**src/rtl/lfsr_prbs_gen_pkg.sv**
```systemverilog
// Shared constants for the LFSR/PRBS generator: configuration and style names,
// plus the standard PRBS feedback polynomials (x^N term implicit).
package lfsr_prbs_gen_pkg;

    localparam string CFG_FIBONACCI   = "FIBONACCI";
    localparam string CFG_GALOIS      = "GALOIS";

    localparam string STYLE_LOOP      = "LOOP";
    localparam string STYLE_REDUCTION = "REDUCTION";
    localparam string STYLE_AUTO      = "AUTO";

    localparam logic [6:0]  PRBS7_POLY  = 7'h41;
    localparam logic [8:0]  PRBS9_POLY  = 9'h021;
    localparam logic [14:0] PRBS15_POLY = 15'h6001;
    localparam logic [22:0] PRBS23_POLY = 23'h040001;
    localparam logic [30:0] PRBS31_POLY = 31'h10000001;

endpackage

```
**src/rtl/lfsr_prbs_gen_if.sv**
```systemverilog
// Word-stream port of the PRBS generator: an advance strobe in, the registered word out.
interface lfsr_prbs_gen_if
    import lfsr_prbs_gen_pkg::*;
#(
    parameter int OUTPUT_WIDTH = 8
);
    logic                    enable;
    logic [OUTPUT_WIDTH-1:0] data_out;

    modport master (output enable, input  data_out);
    modport slave  (input  enable, output data_out);
endinterface

```
**src/rtl/lfsr_prbs_gen_core.sv**
```systemverilog
// Combinational multi-step LFSR: every next-state and output bit is a fixed XOR
// of {data_in, state_in}, with the selecting masks worked out at elaboration.
module lfsr_core
    import lfsr_prbs_gen_pkg::*;
#(
    parameter int                    LFSR_WIDTH = 9,
    parameter logic [LFSR_WIDTH-1:0] POLY       = 9'h021,
    parameter string                 CONFIG     = CFG_FIBONACCI,
    parameter int                    DATA_WIDTH = 8,
    parameter string                 STYLE      = STYLE_AUTO
) (
    input  logic [LFSR_WIDTH-1:0] state_in,
    input  logic [DATA_WIDTH-1:0] data_in,
    output logic [LFSR_WIDTH-1:0] state_out,
    output logic [DATA_WIDTH-1:0] data_out
);
    localparam int W = LFSR_WIDTH;
    localparam int D = DATA_WIDTH;
    localparam int N = W + D;

    typedef logic [N-1:0] mask_t;

    if (CONFIG != CFG_FIBONACCI && CONFIG != CFG_GALOIS) begin : g_bad_config
        $error("lfsr_core: LFSR_CONFIG must be FIBONACCI or GALOIS");
    end
    if (STYLE != STYLE_LOOP && STYLE != STYLE_REDUCTION && STYLE != STYLE_AUTO) begin : g_bad_style
        $error("lfsr_core: STYLE must be LOOP, REDUCTION or AUTO");
    end

    // Symbolic run of D single steps: each tracked bit is the set of inputs it XORs.
    // Input index i < W is state_in[i]; index W+j is data_in[j]. The step-k data bit
    // pairs with data_in[D-1-k] so the first generated bit lands in the MSB.
    function automatic mask_t calc_mask(input int idx);
        logic [W-1:0][N-1:0] st;
        logic [D-1:0][N-1:0] dt;
        mask_t               fb;
        st = '0;
        dt = '0;
        for (int i = 0; i < W; i++) st[i][i] = 1'b1;
        for (int k = 0; k < D; k++) begin
            fb = st[W-1];
            fb[N-1-k] = fb[N-1-k] ^ 1'b1;
            if (CONFIG == CFG_GALOIS) begin
                for (int j = W - 1; j > 0; j--)
                    st[j] = st[j-1] ^ (POLY[j] ? fb : mask_t'(0));
                st[0] = fb;
            end else begin
                for (int j = 1; j < W; j++)
                    if (POLY[j]) fb = fb ^ st[j-1];
                st = {st[W-2:0], fb};
            end
            dt[D-1-k] = fb;
        end
        if (idx < W) return st[idx];
        else         return dt[idx-W];
    endfunction

    logic [N-1:0] vec;
    logic [N-1:0] res;

    assign vec = {data_in, state_in};

    for (genvar n = 0; n < N; n++) begin : g_out
        localparam mask_t MASK = calc_mask(n);
        if (STYLE == STYLE_LOOP) begin : g_loop
            logic acc;
            always_comb begin
                acc = 1'b0;
                for (int i = 0; i < N; i++)
                    if (MASK[i]) acc = acc ^ vec[i];
            end
            assign res[n] = acc;
        end else begin : g_red
            assign res[n] = ^(vec & MASK);
        end
    end

    assign state_out = res[W-1:0];
    assign data_out  = res[N-1:W];

endmodule

```
**src/rtl/lfsr_prbs_gen.sv**
```systemverilog
// PRBS generator: advances OUTPUT_WIDTH LFSR steps per enabled clock and registers
// the generated bits as one parallel word.
module lfsr_prbs_gen
    import lfsr_prbs_gen_pkg::*;
#(
    parameter int                    LFSR_WIDTH   = 9,
    parameter logic [LFSR_WIDTH-1:0] LFSR_POLY    = 9'h021,
    parameter logic [LFSR_WIDTH-1:0] LFSR_INIT    = {LFSR_WIDTH{1'b1}},
    parameter string                 LFSR_CONFIG  = CFG_FIBONACCI,
    parameter bit                    REVERSE      = 1'b0,
    parameter int                    OUTPUT_WIDTH = 8,
    parameter string                 STYLE        = STYLE_AUTO
) (
    input  logic              clk,
    input  logic              rst,
    lfsr_prbs_gen_if.slave    bus
);
    if (LFSR_WIDTH < 2 || LFSR_WIDTH > 64) begin : g_bad_width
        $error("lfsr_prbs_gen: LFSR_WIDTH must be 2..64");
    end
    if (OUTPUT_WIDTH < 1 || OUTPUT_WIDTH > LFSR_WIDTH * 8) begin : g_bad_out
        $error("lfsr_prbs_gen: OUTPUT_WIDTH must be 1..LFSR_WIDTH*8");
    end
    if (LFSR_INIT == '0) begin : g_bad_init
        $error("lfsr_prbs_gen: LFSR_INIT must be nonzero (all-zero state locks up)");
    end

    logic [LFSR_WIDTH-1:0]   state_reg;
    logic [LFSR_WIDTH-1:0]   state_next;
    logic [OUTPUT_WIDTH-1:0] word_core;
    logic [OUTPUT_WIDTH-1:0] word_next;
    logic [OUTPUT_WIDTH-1:0] data_reg;

    lfsr_core #(
        .LFSR_WIDTH (LFSR_WIDTH),
        .POLY       (LFSR_POLY),
        .CONFIG     (LFSR_CONFIG),
        .DATA_WIDTH (OUTPUT_WIDTH),
        .STYLE      (STYLE)
    ) u_core (
        .state_in  (state_reg),
        .data_in   ('0),
        .state_out (state_next),
        .data_out  (word_core)
    );

    // Reversed packing puts the first generated bit in the LSB.
    if (REVERSE) begin : g_rev
        for (genvar i = 0; i < OUTPUT_WIDTH; i++) begin : g_bit
            assign word_next[i] = word_core[OUTPUT_WIDTH-1-i];
        end
    end else begin : g_fwd
        assign word_next = word_core;
    end

    always_ff @(posedge clk or posedge rst) begin
        if (rst) begin
            state_reg <= LFSR_INIT;
            data_reg  <= '0;
        end else if (bus.enable) begin
            state_reg <= state_next;
            data_reg  <= word_next;
        end
    end

    assign bus.data_out = data_reg;

endmodule

```
**src/flat_wrapper.sv**
```systemverilog
// flat-port wrapper written by rule: the top's interface ports become plain ports
module lfsr_prbs_gen_flat import lfsr_prbs_gen_pkg::*;
#(
    parameter int                    LFSR_WIDTH   = 9,
    parameter logic [LFSR_WIDTH-1:0] LFSR_POLY    = 9'h021,
    parameter logic [LFSR_WIDTH-1:0] LFSR_INIT    = {LFSR_WIDTH{1'b1}},
    parameter string                 LFSR_CONFIG  = CFG_FIBONACCI,
    parameter bit                    REVERSE      = 1'b0,
    parameter int                    OUTPUT_WIDTH = 8,
    parameter string                 STYLE        = STYLE_AUTO
)
  (clk, rst, bus_enable, bus_data_out);
  lfsr_prbs_gen_if #(.OUTPUT_WIDTH(OUTPUT_WIDTH)) bus_i ();
  input  logic clk;
  input  logic rst;
  input wire logic [$bits(bus_i.enable)-1:0] bus_enable;
  output wire logic [$bits(bus_i.data_out)-1:0] bus_data_out;
  assign bus_i.enable = bus_enable;
  assign bus_data_out = bus_i.data_out;
  lfsr_prbs_gen #(.LFSR_WIDTH(LFSR_WIDTH), .LFSR_POLY(LFSR_POLY), .LFSR_INIT(LFSR_INIT), .LFSR_CONFIG(LFSR_CONFIG), .REVERSE(REVERSE), .OUTPUT_WIDTH(OUTPUT_WIDTH), .STYLE(STYLE)) u_core (.clk(clk), .rst(rst), .bus(bus_i));
endmodule
```
**config.mk**
```make
export PLATFORM = sky130hd
export DESIGN_NAME = lfsr_prbs_gen_flat
export DESIGN_NICKNAME = d
export VERILOG_FILES = /design/src/rtl/lfsr_prbs_gen_pkg.sv /design/src/rtl/lfsr_prbs_gen_if.sv /design/src/rtl/lfsr_prbs_gen_core.sv /design/src/rtl/lfsr_prbs_gen.sv /design/src/flat_wrapper.sv
export SDC_FILE = /design/constraint.sdc
export NUM_CORES = 1
export LEC_CHECK = 0
export BUFFER_PORTS_ARGS = -buffer_cell sky130_fd_sc_hd__buf_4
export CORE_MARGIN = 3
export CORE_UTILIZATION = 30
export DETAILED_ROUTE_END_ITERATION = 12
export MAX_ROUTING_LAYER = met4
export PLACE_DENSITY = 0.45
export SLEW_MARGIN = 10
export SYNTH_ARGS = -nofsm -noshare
export SYNTH_HDL_FRONTEND = slang
export SYNTH_SLANG_ARGS = --single-unit
```
**constraint.sdc**
```tcl
create_clock -name clk -period 1.03 [get_ports clk]
set_input_delay 0.0515 -clock clk [delete_from_list [all_inputs] [get_ports clk]]
set_output_delay 0.0515 -clock clk [all_outputs]
set_load 0.05 [all_outputs]
```
; Word-level counts from Yosys, hierarchy flattened
; Cells that the tools add are included.
[op_classes]
n_reduce_logical = 9
[ops]
columns = op, n
row1 = $reduce_xor A17 Y1, 9
[totals]
register_bits = 17
output_inout_bits = 8
inputBits = 3

; Logic depth before layout (Yosys ltp)
; Gate-level depths: netlist of run 1.
[logic_depth]
word_depth = 1
ltp_mapped = 4
mapped_depth_nobuf = 2

; Modules after synthesis
; Synthesis of run 1 repeated with hierarchy kept, for this count alone.
[unflattened]
cells_unflattened = 63
area_unflattened_um2 = 975.9
[by_module_without_submodules]
columns = module, n_inst, cells_each, seq_area_each_um2, area_per_inst_um2
row1 = lfsr_prbs_gen, 1, 38, 436.7, 704.4
row2 = lfsr_core, 1, 25, 0.0, 271.5

; Least setup slack after synthesis of run 1
; No wires, ideal clock.
[synth_timing]
path_type = register to register
start = register u_core.state_reg[2]
end = register u_core.state_reg[1]
n_path_buf = 0
t_required_ps = 955
path_stages_with_launch = 3
synth_period_minus_slack_ps = 1142
slack_ps = -112
arrival_ps = 1067
cell_sequence = dfstp_2 > xnor3_1 > mux2i_1
[synth_between]
elab_chain_cells = 1
[synth_rtl]
columns = item, line_no
row1 = start: declaration, lfsr_prbs_gen.sv:28  ; logic [LFSR_WIDTH-1:0] state_reg;
row2 = start signal: assignment, lfsr_prbs_gen.sv:61  ; state_reg <= state_next;
row3 = $reduce_xor A17 Y1, lfsr_prbs_gen_core.sv:74  ; assign res[n] = ^(vec & MASK);
; Every way passes these cells.
; A chain may end at the register's enable or synchronous reset.

; Worst setup path in the final report of run 1
[layout_timing]
start = register u_core.state_reg[8]
end = register u_core.data_reg[2] (netlist: u_core.bus.data_out[2])
[layout_between]
elab_chain_cells = 1
[layout_rtl]
columns = item, line_no
row1 = $reduce_xor A17 Y1, lfsr_prbs_gen_core.sv:74
row2 = end signal: assignment, lfsr_prbs_gen.sv:62  ; data_reg <= word_next;
row3 = end: declaration, lfsr_prbs_gen.sv:32  ; logic [OUTPUT_WIDTH-1:0] data_reg;
; Every way passes these cells.

==> impl_metrics.tcl, run 1 <==
set metrics [dict create \
    status "finished with violations" \
    violations "setup timing" \
    startpoint "u_core.state_reg[8]" \
    ios 11 \
    yosys.area_share.simple_pct 5.017 \
    postSynthAreaPerCell_um2 12.07 \
    ys.flop_type "dfstp_2" \
    min_from "bus_enable" \
    cp-end-kind "flop" \
    drive_gt1_share_pct 43.21 \
    routed_via_density 4.486 \
    dp_hpwl_um 911.4 \
    clkTransAtPathRegs_ns 0.10 \
    syn-num-nets 65 \
    grt_pass1_vias 494 \
    rsz0062_at_grt "true" \
    antenna_found_initial 0 \
    finClkSkew_ns 0.003938 \
    max-cap-violations 0 \
    grt_max_degree 20 \
    yosys-mux-area-fraction_pct 9.532 \
    cts_tree "done" \
    r2r_end "u_core.bus.data_out[2]" \
    cts_buffers 3 \
    fmax_mhz 853.9 \
    ys_seq_area_share_pct 58.36 \
    yosys.area.top_type "dfstp_2" \
    final_hold_viol_count 0 \
    setup.worst_path.end "u_core.bus.data_out[2]" \
    synthCells 62 \
    root_buffer "clkbuf_4" \
    path_buf_inv 0 \
    criticalPathCategory "reg -> reg" \
    synth_area_leaders "dfstp_2, dfrtp_1, xnor3_1, mux2i_1, a21oi_1" \
    r2r_setup_slack_ns -0.14 \
    yosysWarnings 0 \
    worst-slew-pin-transition_ns 0.2365 \
    synth_top_family_by_area "XOR/XNOR gates" \
    cts_max_path_buffers 2 \
    nets 85 \
    postLayoutCoreUtil_pct 43.36 \
    reg2reg_depth 2 \
    cpPeakStageDelay_ns 0.55 \
    grt_usage_pct 10.00 \
    clk_latency_ns 0.29 \
    multi_input_area_um2 326.6 \
    core_area_mm2 0.002297 \
    synthAdderAreaFrac_pct 0 \
    netlist_area_um2 748.2 \
    crit_cells 2 \
    synth-seq-cells 17 \
    wire_per_inst_um 12.32 \
    fillCellCount 236 \
    area_growth_pct 33.11 \
    h-tree-depth 1 \
    synth_compound_area_share_pct 6.689 \
    grt_pass1_wl_um 2256 \
    place.gp.congestion 0.6519 \
    drv_slew 0 \
    vias 489 \
    required_ns 1.25 \
    crit_family "flip-flops" \
    insertedDiodeCount 0 \
    crit_path_start_kind "flop" \
    grt-ovfl-total 0 \
    finalSetupViolCount 6 \
    crit_chain "xnor3_1 > mux2i_1" \
    netlist_top_cells_count "a21oi_1, nor2_1, dfstp_2" \
    yosysTopAreaCellShare_pct 31.61 \
    cp_max_fo 2 \
    final.setup.worst_slack_ns -0.1411 \
    largest_register_ffs 9 \
    drtPass1Iterations 2 \
    final.min_clock_period_ns 1.171 \
    r2r_start "u_core.state_reg[8]" \
    drc 0 \
    cp.arrival_ns 1.39 \
    cts.sinks 17 \
    die_w_um 55.94 \
    seq_area_um2 436.7 \
    io_buffers 10 \
    wl_um 1343 \
    drtAntennaViolNets 0 \
    synth-edff-count 0 \
    initial_utilization_pct 32.57 \
    critPathSlowestCell "dfstp_2" \
    synth_async_sr_flop_share_pct 100.0 \
    netlist-cell-type-count 10 \
    synth_xor_area_share_pct 14.88 \
    period_share_pct 113.7 \
    die_area_mm2 0.003129 \
    die_h_um 55.94 \
    min_path_type "in -> reg" \
    drtIter0Drc 4 \
    num_rows 17 \
    relSlewSlack_pct 84.23 \
]
## worst register-to-register path: cells and delay by family (launching register included)
family	cells	cell delay, ns
XOR/XNOR	1	0.40
flip-flops	1	0.55
multiplexers	1	0.16
## final cells by class
type / count / share of cell area [%]
tap: 28 / 3.518
inverter: 7 / 2.638
clock buffer: 4 / 2.638
multi-input combinational: 35 / 32.79
timing repair buffer: 18 / 14.57
sequential: 17 / 43.84
## kinds of logic (layout without fill, tap and decap cells)
logic type / count (synthesis) / in the layout
compound gates: 10 / 10
xor+xnor: 8 / 8
buf+inv: 10 / 29
flops: 17 / 17
mux: 7 / 7
simple gates: 10 / 10
## timing repair
| action | 4_1_cts | 5_1_grt |
|---|---|---|
| hold buffers | 1 | 0 |
| buffers inserted | 0 | 2 |
| hold endpoints to repair | 17 | 0 |
| pin swaps | 2 | 5 |
| gates resized for setup | 3 | 7 |
| endpoints found under the setup margin | 8 | 12 |
## layout by cell type (no fill, tap or decap)
cell type and count:
dfrtp_1 8, clkbuf_4 3, a21oi_1 9, clkbuf_1 1
xnor2_4 2, a21oi_2 1, xnor2_2 2, buf_4 15
xnor2_1 1, xnor3_1 3, dfstp_2 9, nor2_1 10
inv_1 7, buf_6 2, mux2_2 1, mux2i_1 6
dlygate4sd3_1 1
## worst min path at each step
| stage | to | slack, ns | depth (start not counted) |
|---|---|---|---|
| 2_1_floorplan | u_core.bus.data_out[0] | -0.03 | 1 |
| 6_report | u_core.state_reg[0] | 0.09 | 2 |
| 3_3_place_gp | u_core.bus.data_out[5] | 0.09 | 3 |
| 4_1_cts | u_core.state_reg[0] | 0.08 | 2 |
| 3_5_place_dp | u_core.bus.data_out[5] | 0.09 | 3 |
| 5_1_grt | u_core.state_reg[1] | 0.09 | 2 |
## per-layer routing
layer | part of all wire [%] | vias to the layer above | track usage (%)
li1 | - | 242 | -
met1 | 48 | 233 | 12.01
met2 | 45 | 10 | 14.36
met3 | 3.6 | 4 | 2.784
met4 | 3.1 | 0 | 7.119
met5 | 0 | - | -
## per-stage QoR
step | std cells | instance area (um2) | setup WS [ns] | hold WS [ns] | setup TNS [ns]
2_1_floorplan | 62 | 748.2 | -0.08406 | -0.02894 | -0.4889
3_3_place_gp | 104 | 895.9 | -0.1048 | 0.08504 | -0.5753
4_1_cts | 109 | 950.9 | -0.1602 | 0.07663 | -0.8689
3_5_place_dp | 104 | 895.9 | -0.1414 | 0.08866 | -0.7507
5_1_grt | 109 | 996.0 | -0.2276 | 0.09308 | -1.151
6_report | 109 | 996.0 | -0.1411 | 0.08995 | -0.7786
Power of run 1 is not shown: default switching activity piles up to over one toggle a cycle in this logic, so the estimate is an artifact.
==> run 2, diff against run 1 <==
RECOVER_POWER = 100   (was default)
==> impl_metrics.tcl, run 2 (synthesis gave the netlist of run 1 again) <==
set metrics [dict create \
    h-tree-depth 1 \
    cts.sinks 17 \
    grt_pass1_vias 494 \
    ios 11 \
    crit_path_start_kind "flop" \
    wire_per_inst_um 12.18 \
    drtPass1Iterations 3 \
    worst-slew-pin-transition_ns 0.4417 \
    initial_utilization_pct 32.57 \
    layout.cells.non_filler 109 \
    clk_latency_ns 0.29 \
    root_buffer "clkbuf_4" \
    relSlewSlack_pct 70.55 \
    nets 85 \
    final_hold_viol_count 0 \
    fmax_mhz 854.4 \
    antenna_found_initial 0 \
    area_growth_pct 32.44 \
    max-cap-violations 0 \
    cts_buffers 3 \
    final_common_cell "clkbuf_4" \
    io_buffers 10 \
    dp_hpwl_um 911.4 \
    num_rows 17 \
    finalSetupViolCount 6 \
    grt-ovfl-total 0 \
    cp-end-kind "flop" \
    cp.arrival_ns 1.39 \
    drtIter0Drc 4 \
    required_ns 1.25 \
    die_h_um 55.94 \
    grt_usage_pct 10.00 \
    final.min_clock_period_ns 1.170 \
    largest_register_ffs 9 \
    die_w_um 55.94 \
    vias 487 \
    drive_gt1_share_pct 43.21 \
    period_share_pct 113.6 \
    min_path_type "in -> reg" \
    cp_max_fo 2 \
    place.gp.congestion 0.6519 \
    core_area_mm2 0.002297 \
    drtAntennaViolNets 0 \
    routed_via_density 4.468 \
    drc 0 \
    criticalPathCategory "reg -> reg" \
    grt_max_degree 20 \
    violations "setup timing" \
    clkTransAtPathRegs_ns 0.10 \
    wl_um 1328 \
    rsz0062_at_grt "true" \
    final.setup.worst_slack_ns -0.1405 \
    finalInstanceArea_um2 991.0 \
    cts_tree "done" \
    insertedDiodeCount 0 \
    cts_max_path_buffers 2 \
    die_area_mm2 0.003129 \
    place_inst 104 \
    grt_pass1_wl_um 2256 \
    finClkSkew_ns 0.003832 \
    dpl-instance-area_um2 895.9 \
    final_cell_mix "clkbuf_4, nor2_1, a21oi_1, dfstp_2, dfrtp_1" \
    status "finished with violations" \
    drv_slew 0 \
]
==> run 2: worst paths after layout <==
path | startpoint | end | slack [ns] | cells after the start
worst max register to register | u_core.state_reg[8] | u_core.bus.data_out[2] | -0.14 | 2
worst min-delay path | bus_enable | u_core.state_reg[0] | 0.09 | 2
max in group asynchronous | rst | u_core.state_reg[8] | 0.30 | 4
worst min register to register | u_core.state_reg[0] | u_core.state_reg[0] | 0.49 | 2
min in group asynchronous | rst | u_core.bus.data_out[5] | 0.39 | 4
worst max-delay path | u_core.state_reg[8] | u_core.bus.data_out[2] | -0.14 | 2
==> run 2: metrics by stage <==
stage	util, %	worst slack [ns]	hold slack (ns)	TNS (ns)
floorplan	-	-0.08406	-0.02894	-0.4889
global placement	39.00	-0.1048	0.08504	-0.5753
detailed placement	39.00	-0.1414	0.08866	-0.7507
CTS	41.39	-0.1602	0.07663	-0.8689
global route	43.14	-0.2276	0.09307	-1.171
finish	43.14	-0.1405	0.09021	-0.7767
==> run 2: worst max-delay path: stages (launching register included) <==
cell and delay, ns:
dfstp_2 0.55, xnor3_1 0.40, mux2i_1 0.16
==> run 2: final cells by class <==
| type | count | area, um2 |
|---|---|---|
| Fill cell | 236 | 1306 |
| Tap cell | 28 | 35.03 |
| Timing Repair Buffer | 18 | 140.1 |
| Multi-Input combinational cell | 35 | 326.6 |
| Sequential cell | 17 | 436.7 |
| Clock buffer | 4 | 26.28 |
| Inverter | 7 | 26.28 |
==> run 2: layer usage <==
metal	GRT usage (%)	part of all wire (%)	wire, um
met3	2.784	3.8	50
met2	14.36	45	595
met5	-	0	0
met1	12.01	48	640
met4	7.119	3.1	41
==> run 2: timing repair <==
item	4_1_cts	5_1_grt
setup buffers	0	2
endpoints found under the setup margin	8	12
hold buffers	1	0
pin swaps	2	5
gates resized for setup	3	7
hold endpoints to repair	17	0
Power of run 2 is left out for the same reason.
==> run 3, diff against run 2 <==
REMOVE_ABC_BUFFERS = 1   (was default)
==> impl_metrics.tcl, run 3 (synthesis gave the netlist of run 1 again) <==
set metrics [dict create \
    status "finished with violations" \
    violations "setup timing" \
    area_growth_pct 29.60 \
    finalInstanceArea_um2 969.7 \
    final_cell_mix "clkbuf_4, nor2_1, a21oi_1, dfstp_2, dfrtp_1" \
    r2r_start "u_core.state_reg[1]" \
    largest_register_ffs 9 \
    routed_via_density 4.252 \
    cts.sinks 17 \
    seq_area_um2 436.7 \
    wire_per_inst_um 11.92 \
    crit_chain "xnor3_1 > mux2i_1" \
    grt_usage_pct 9.925 \
    grt_pass1_vias 475 \
    cp.arrival_ns 1.38 \
    cpPeakStageDelay_ns 0.54 \
    required_ns 1.25 \
    nets 87 \
    wl_met3_um 46 \
    drtAntennaViolNets 0 \
    io_buffers 10 \
    multi_input_area_um2 296.5 \
    grt-ovfl-total 0 \
    drtIter0Drc 1 \
    finClkSkew_ns 0.001516 \
    place_inst 104 \
    num_rows 17 \
    top_layer "met3" \
    final_hold_viol_count 0 \
    cts_max_path_buffers 2 \
    fmax_mhz 859.8 \
    drc 0 \
    relSlewSlack_pct 70.57 \
    crit_path_start_kind "flop" \
    drive_gt1_share_pct 43.37 \
    holdWs_ns 0.06107 \
    min_from "bus_enable" \
    wl_met2_um 634 \
    initial_utilization_pct 32.57 \
    drv_slew 0 \
    pre_cts_slack_ns -0.1808 \
    reg2reg_depth 2 \
    grt_pass1_wl_um 2311 \
    root_buffer "clkbuf_4" \
    clkTransAtPathRegs_ns 0.10 \
    die_area_mm2 0.003129 \
    worst-slew-pin-transition_ns 0.4415 \
    max-cap-violations 0 \
    ios 11 \
    place.gp.congestion 0.6714 \
    dpl-instance-area_um2 895.9 \
    startpoint "u_core.state_reg[1]" \
    h-tree-depth 1 \
    drtPass1Iterations 4 \
    hold_depth 2 \
    antenna_found_initial 0 \
    cts_buffers 3 \
    criticalPathCategory "reg -> reg" \
    min_path_type "in -> reg" \
    final_common_cell "clkbuf_4" \
    wl_um 1323 \
    period_share_pct 112.9 \
    core_area_mm2 0.002297 \
    die_w_um 55.94 \
    final.min_clock_period_ns 1.163 \
    rsz0062_at_grt "true" \
    insertedDiodeCount 0 \
    cp-end-kind "flop" \
    grt_max_degree 18 \
    layout.cells.non_filler 111 \
    cp_max_fo 2 \
    final.setup.worst_slack_ns -0.1331 \
    vias 472 \
    fillCellCount 224 \
    critPathSlowestCell "dfstp_2" \
    finalSetupViolCount 7 \
    cts_tree "done" \
    met1Wirelength_um 642 \
    dp_hpwl_um 953.9 \
    die_h_um 55.94 \
    clk_latency_ns 0.29 \
]
run 3: final timing paths:
check                                         end  slack, ns
setup / recovery              u_core.state_reg[0]      -0.13
hold reg to reg               u_core.state_reg[0]       0.50
hold / removal                u_core.state_reg[5]       0.06
min in group asynchronous  u_core.bus.data_out[5]       0.39
setup reg to reg              u_core.state_reg[0]      -0.13
max in group asynchronous     u_core.state_reg[0]       0.30
run 3: critical path: cells and delay by family, from the launching register on:
family                    cells  cell delay, ns
muxes                         1            0.16
DFF                           1            0.54
xor gates and xnor gates      1            0.40
run 3: layout make-up:
class,count,share of cell area [%]
clock buffers,3,2.323
multi-input cells,35,30.58
inverters,7,2.710
clock inverters,1,0.5161
repair buffers,20,15.23
flip-flops and latches,17,45.03
well taps,28,3.613
run 3: routing by layer:
layer / vias to the layer above / global-route usage (%)
li1: 242 / -
met5: - / -
met2: 6 / 14.53
met1: 224 / 12.52
met4: 0 / 5.085
met3: 0 / 2.784
run 3: metrics by stage:
stage,setup TNS (ns),util (%)
floorplan,-0.5445,-
global placement,-0.7026,39.00
detailed placement,-0.7998,39.00
CTS,-0.8351,42.10
global route,-1.351,42.21
finish,-0.7613,42.21
run 3: timing repair:
action | in CTS | in global routing
resized for setup | 3 | 2
endpoints found under the hold margin | 17 | 0
setup buffers | 2 | 0
hold buffers | 1 | 0
pin swaps | 4 | 1
setup endpoints to repair | 9 | 11
Power of run 3 is left out for the same reason.
